`src/rtl/univ_shift_seq.sv`:
```
// Universal shift register with a two-state sequencer.
// A start in IDLE either completes at once (LOAD, NOP, zero-count shifts)
// or launches a burst of single-bit shifts, one per clock, in SHIFT.
module univ_shift_seq #(
  parameter int WIDTH = 8,
  parameter int CNT_W = $clog2(WIDTH) + 1
) (
  input  logic             clk,
  input  logic             rst_n,
  input  logic             start,
  input  logic [2:0]       op,
  input  logic [CNT_W-1:0] count,
  input  logic             S_DataIn,
  input  logic [WIDTH-1:0] P_DataIn,
  output logic [WIDTH-1:0] P_DataOut,
  output logic             S_DataOut,
  output logic             busy,
  output logic             done
);

  localparam logic [2:0] OP_LOAD = 3'b000;
  localparam logic [2:0] OP_SLL  = 3'b001;
  localparam logic [2:0] OP_SRL  = 3'b010;
  localparam logic [2:0] OP_ROL  = 3'b011;
  localparam logic [2:0] OP_ROR  = 3'b100;
  localparam logic [2:0] OP_ASR  = 3'b101;

  typedef enum logic {
    IDLE  = 1'b0,
    SHIFT = 1'b1
  } state_t;

  state_t           state_q, state_d;
  logic [WIDTH-1:0] data_q, data_d;
  logic             sout_q, sout_d;
  logic [2:0]       op_q, op_d;
  logic [CNT_W-1:0] cnt_q, cnt_d;
  logic             done_q, done_d;

  // One-step shift result for the latched op; used on every SHIFT edge.
  logic [WIDTH-1:0] shift_data;
  logic             shift_out;

  // Opcodes 110/111 are NOPs, so only 001..101 launch a burst.
  logic             op_is_shift;

  // Decode whether the requested op is one of the shift family.
  always_comb begin
    op_is_shift = (op >= OP_SLL) && (op <= OP_ASR);
  end

  // Single-bit shift of the current register according to the latched op.
  always_comb begin
    shift_data = data_q;
    shift_out  = sout_q;
    case (op_q)
      OP_SLL: begin
        shift_data = {data_q[WIDTH-2:0], S_DataIn};
        shift_out  = data_q[WIDTH-1];
      end
      OP_SRL: begin
        shift_data = {S_DataIn, data_q[WIDTH-1:1]};
        shift_out  = data_q[0];
      end
      OP_ROL: begin
        shift_data = {data_q[WIDTH-2:0], data_q[WIDTH-1]};
        shift_out  = data_q[WIDTH-1];
      end
      OP_ROR: begin
        shift_data = {data_q[0], data_q[WIDTH-1:1]};
        shift_out  = data_q[0];
      end
      OP_ASR: begin
        shift_data = {data_q[WIDTH-1], data_q[WIDTH-1:1]};
        shift_out  = data_q[0];
      end
      default: begin
        shift_data = data_q;
        shift_out  = sout_q;
      end
    endcase
  end

  // Next-state logic: accept requests in IDLE, count down shifts in SHIFT.
  always_comb begin
    state_d = state_q;
    data_d  = data_q;
    sout_d  = sout_q;
    op_d    = op_q;
    cnt_d   = cnt_q;
    done_d  = 1'b0;
    case (state_q)
      IDLE: begin
        if (start) begin
          if (op == OP_LOAD) begin
            data_d = P_DataIn;
            done_d = 1'b1;
          end else if (op_is_shift && (count != '0)) begin
            // Latch op and count; the first shift happens on the next edge.
            op_d    = op;
            cnt_d   = count;
            state_d = SHIFT;
          end else begin
            // NOP or zero-length shift: complete immediately, register untouched.
            done_d = 1'b1;
          end
        end
      end
      SHIFT: begin
        data_d = shift_data;
        sout_d = shift_out;
        cnt_d  = cnt_q - CNT_W'(1);
        if (cnt_q == CNT_W'(1)) begin
          state_d = IDLE;
          done_d  = 1'b1;
        end
      end
      default: begin
        state_d = IDLE;
      end
    endcase
  end

  // State register with synchronous active-low reset taking priority.
  always_ff @(posedge clk) begin
    if (!rst_n) begin
      state_q <= IDLE;
      data_q  <= '0;
      sout_q  <= 1'b0;
      op_q    <= OP_LOAD;
      cnt_q   <= '0;
      done_q  <= 1'b0;
    end else begin
      state_q <= state_d;
      data_q  <= data_d;
      sout_q  <= sout_d;
      op_q    <= op_d;
      cnt_q   <= cnt_d;
      done_q  <= done_d;
    end
  end

  assign P_DataOut = data_q;
  assign S_DataOut = sout_q;
  assign busy      = (state_q == SHIFT);
  assign done      = done_q;

endmodule

```
`config.mk`:
```
export PLATFORM = sky130hd
export DESIGN_NAME = univ_shift_seq
export DESIGN_NICKNAME = d
export VERILOG_FILES = /design/src/rtl/univ_shift_seq.sv
export SDC_FILE = /design/constraint.sdc
export NUM_CORES = 1
export LEC_CHECK = 0
export ABC_AREA = 1
export CELL_PAD_IN_SITES_DETAIL_PLACEMENT = 1
export CELL_PAD_IN_SITES_GLOBAL_PLACEMENT = 1
export CORE_MARGIN = 2
export CORE_UTILIZATION = 35
export DETAILED_ROUTE_END_ITERATION = 6
export PLACE_DENSITY_LB_ADDON = 0.1
export SLEW_MARGIN = 20
export SYNTH_ARGS = -nofsm -noshare
export SYNTH_HDL_FRONTEND = slang
export SYNTH_SLANG_ARGS = --single-unit
```
`constraint.sdc`:
```
create_clock -name clk -period 3.52 [get_ports clk]
set_input_delay 0.704 -clock clk [delete_from_list [all_inputs] [get_ports clk]]
set_output_delay 0.704 -clock clk [all_outputs]
set_load 0.01 [all_outputs]
```
# Word level (Yosys, flattened, before mapping)
# Cells that the tools add are included.
[totals]
in_bits = 19
regBits = 18
elab_cells = 56
[op_classes]
order_cmp = 2
n_bitwise = 2
n_addsub = 1
muxes = 19
n_eq_ne = 13
reduce_logical = 12
[op_table]
columns = ["operator", "count"]
rows = [
  ["$pmux W8 S5", 1],
  ["$mux W8", 2],
  ["$pmux W8 S2", 1],
  ["$mux W4", 3],
  ["$ne A2 B2 Y1 const B", 5],
  ["$mux W1", 8],
  ["$pmux W4 S2", 1],
  ["$reduce_and A4 Y1", 2],
  ["$eq A3 B2 Y1 const B", 2],
  ["$eq A3 B3 Y1 const B", 2],
  ["$ne A6 B1 Y1 const B", 1],
  ["$pmux W1 S2", 3],
  ["$reduce_and A3 Y1", 2],
  ["$ne A5 B1 Y1 const B", 1],
  ["$eq A4 B1 Y1 const B", 1],
  ["$reduce_bool A4 Y1", 1],
  ["$sub A4 B1 Y4 const B", 1],
  ["$eq A3 B1 Y1 const B", 1],
  ["$ge A3 B1 Y1 const B", 1],
  ["$le A3 B3 Y1 const B", 1],
  ["$logic_not A3 Y1", 1],
  ["$reduce_or A3 Y1", 1],
  ["$logic_and A1 B1 Y1", 2],
  ["$not A1 Y1", 2],
  ["other kinds (3)", 3],
]

# Logic depth before layout (Yosys ltp)
[logic_depth]
ltp_word = 7
mapped_depth = 9
mapped_depth_nobuf = 8

# Worst setup path after synthesis
# OpenSTA, ideal clock, no wires.
[synth_path]
kind = "input port to flip-flop"
from = "in start"
to = "reg data_q[1] (netlist: P_DataOut[1])"
setup_slack_ps = 1993
n_path_buf = 1
path_stages = 8
setup_ps = 115
arrival_ps = 1412
t_required_ps = 3405
path_cell_list = "inv_1 nor2_1 nand3_1 nand2_2 buf_6 nand2_2 nor2_1 nor2_1"
[synth_via]
elab_chain_cells = 2
[synth_rtl]
columns = ["element", "line", "source"]
rows = [
  ["start, declared", "10", "input logic start,"],
  ["$ne A2 B2 Y1 (no line)", "n/a", ""],
  ["$reduce_and A3 Y1 (no line)", "n/a", ""],
  ["end signal, assigned", "135", "data_q <= data_d;"],
  ["end, declared", "34", "logic [WIDTH-1:0] data_q, data_d;"],
]
# Every way passes these cells.
# A chain may end at the register's enable or synchronous reset.

# Worst setup path in the final report
[layout_path]
from = "reg state_q (netlist: busy)"
to = "out busy"
[layout_rtl]
columns = ["element", "line", "source"]
rows = [
  ["start, declared", "33", "state_t state_q, state_d;"],
  ["start signal, assigned", "134", "state_q <= state_d;"],
  ["end, declared", "17", "output logic busy,"],
]
# No word-level cell between the ends.

==> flow_metrics.py <==
metrics = {
    "route": {
        "routed_via_density": 4.860,
        "routedWlPerCell_um": 12.65,
        "drtPass1Iterations": 4,
        "dr.first_iter.drc_count": 45,
        "dr_total_vias": 1249,
        "remaining_drc_errors": 0,
        "detail_route.wirelength_um": 3252,
        "drtAntennaViolNets": 0,
    },
    "worst_setup_path": {
        "cp_cell_sequence": "clkdlybuf4s50_1",
        "timing.critical_path.arrival_ns": 1.75,
        "worst_path_largest_cell_delay_ns": 0.77,
        "critPathRequiredTime_ns": 2.82,
        "cpLargestDelayFamily": "flip-flops",
        "cp.buffers_inverters": 1,
        "critical_path_peak_fanout": 17,
        "slowest_stage": "dfxtp_1",
        "crit_path_end_kind": "primary output",
        "setup.worst_path.class": "flip-flop to primary output",
        "critical_path.startpoint_type": "flip-flop",
    },
    "cts": {
        "clock-root-buffer": "clkbuf_4",
        "buffer_count_from_post_cts_setup_fixing": 0,
        "tritoncts": "built",
        "cts_buffers": 3,
        "clockBufferDepth": 2,
        "clock_sink_count": 18,
        "cts_hold_buf": 0,
        "htree_num_levels": 1,
        "cts_resized": 0,
        "worst_skew_pair.late_latency_ns": 0.30,
        "clock_slew_seen_by_the_registers_of_the_worst_setup_and_hold_paths_ns": 0.12,
    },
    "global_route": {
        "global_route.overflow_total": 0,
        "initial_antenna_violation_count": 0,
        "grt_first_pass_wirelength_um": 5623,
        "grt_max_degree": 18,
        "grt_pass1_vias": 1262,
        "grtUsageTotal_pct": 20.43,
    },
    "layout": {
        "fillerInstances": 444,
        "diodes": 0,
        "drive_above_1_share_pct": 6.573,
        "syn2layout_area_growth_pct": 30.25,
        "nNetsFinal": 235,
    },
    "yosys": {
        "largest_cells_by_area_after_synthesis": "dfxtp_1, nand2_1, nor2_1",
        "netlist_instances": 185,
        "synth_cell_type_count": 20,
        "synth.top_cells.by_count": "nand2_1, nor2_1, inv_1, dfxtp_1, a21oi_1",
        "post-synth-top-area-fraction_pct": 31.68,
        "synth-main-ff-cell": "dfxtp_1",
        "synth.cell_area_um2": 1137,
        "synth_async_sr_flop_share_pct": 0,
        "yosys.cell_count.top_type": "nand2_1",
        "postSynthNetCount": 206,
        "synth.yosys.warnings": 0,
        "synthesis_stage_register_bit_count": 18,
        "synth_top_cell_by_area": "dfxtp_1",
        "synthesis.area_per_instance_um2": 6.148,
        "synth_enable_flop_cells": 0,
        "synth_seq_area_share_pct": 31.68,
    },
    "placement": {
        "post-place-ws_ns": 1.258,
        "port_buffers": 29,
        "dpl.hpwl_um": 2541,
        "routabilityCongestion": 0.8077,
    },
    "sta": {
        "hold-worst-slack_ns": 0.5187,
        "slew_headroom_pct": 55.48,
        "timing_worst_slew_pin_value_ns": 0.6669,
        "final-max-slew-violation-count": 0,
        "setup-violations-final": 0,
        "period_needed_ns": 2.450,
        "totalNegativeSetupSlack_ns": 0,
        "grt_setup_unrepaired": "no",
        "timing.fmax_mhz": 408.2,
        "post_route_clock_period_utilization_pct": 69.59,
        "layout_setup_ws_ns": 1.070,
        "clock-skew-final_ns": 0.003298,
        "hold_viol_final": 0,
    },
    "floorplanning": {
        "die-area_um2": 3722,
        "design.core.area_um2": 3078,
        "io_pins": 30,
        "std_cell_rows": 20,
        "die_width_um": 61.01,
        "starting_density_pct": 36.95,
        "dieHeight_um": 61.01,
    },
    "power": {
        "internal_power_summed_over_all_cells_mw": 0.3649,
        "power_per_cell_area_nw_per_um2": 378.0,
        "p_switching_mw": 0.1951,
        "share_comb_of_total_power_pct": 31.3,
        "sw_frac_of_total_pct": 34.84,
        "power_frac_clock_pct": 24.6,
        "leakagePower_nw": 0.6224,
        "sequential_cell_fraction_of_total_power_pct": 44.1,
        "vdd_drop_max_mv": 0.1751,
    },
    "run_status": {
        "outcome": "complete, no violations",
    },
    "run": {
        "max-cap-violations": 0,
    },
    "min_path": {
        "worst_hold_path_type": "flip-flop to flip-flop",
    },
}
==> layer usage <==
metal	GRT usage [%]	routed length (um)	up-vias
met5	0	0	-
met4	6.522	42	0
met3	3.198	60	4
met2	37.17	1653	14
met1	24.39	1496	588
li1	-	-	643
==> path summary, 6_finish.rpt <==
check                   startpoint               endpoint  slack, ns  cells past startpoint
max                busy$_SDFF_PN0_                   busy       1.07                      1
min          cnt_q[3]$_SDFFE_PN0P_  cnt_q[3]$_SDFFE_PN0P_       0.52                      2
max reg2reg        busy$_SDFF_PN0_  cnt_q[0]$_SDFFE_PN0P_       1.47                      5
min reg2reg  cnt_q[3]$_SDFFE_PN0P_  cnt_q[3]$_SDFFE_PN0P_       0.52                      2
==> placed cells by master (no fill, tap or decap), drive strengths merged <==
master | netlist | final
o21ai | 16 | 16
clkbuf | 2 | 4
a21boi | 1 | 1
xnor2 | 1 | 1
nand4 | 6 | 6
dfxtp | 18 | 18
nand3 | 13 | 13
inv | 22 | 22
a21oi | 15 | 15
clkdlybuf4s50 | 0 | 29
nor2 | 27 | 27
clkinv | 1 | 1
nand2 | 57 | 57
o21a | 1 | 1
ha | 2 | 2
==> cells by family (layout without fill, tap and decap cells) <==
| logic type | count (synthesis) | in the layout | share of synthesized area [%] |
|---|---|---|---|
| flops | 18 | 18 | 31.68 |
| buf+inv | 28 | 56 | 10.89 |
| simple gates | 103 | 103 | 38.50 |
| fa+ha+maj | 2 | 2 | 2.200 |
| xor+xnor | 1 | 1 | 0.7702 |
| compound gates | 33 | 33 | 15.95 |
==> per-stage QoR <==
stage / utilization [%] / cells / total power [mW] / area [um2]
4_1_cts: 48.13 / 257 / 0.5635 / 1481
3_5_place_dp: 46.95 / 253 / 0.4284 / 1445
3_3_place_gp: 46.95 / 253 / 0.4204 / 1445
5_1_grt: 48.13 / 257 / 0.5988 / 1481
6_report: 48.13 / 257 / 0.5600 / 1481
2_1_floorplan: - / 185 / 0.3589 / 1137
==> layout make-up <==
type                       instances  area (um2)  share of cell area, %
tap                               44       55.05                  3.716
clock buffer                       4       36.28                  2.449
timing repair buffer              29       290.3                  19.59
inverter                          23       86.33                  5.828
multi-input combinational        139       653.1                  44.09
sequential                        18       360.3                  24.32
==> power groups by stage <==
stage,Combinational (mW),Sequential (mW),Clock (mW)
6_report,0.175,0.247,0.138
5_1_grt,0.200,0.251,0.148
4_1_cts,0.177,0.248,0.139
3_5_place_dp,0.176,0.252,0
3_3_place_gp,0.170,0.251,0
2_1_floorplan,0.111,0.247,0
==> sequential cells by signal, indices dropped and copies added (netlist names) <==
register,count
P_DataOut,8
cnt_q,4
op_q,3
S_DataOut,1
busy,1
done,1
Power figures use the tool's default switching activity.
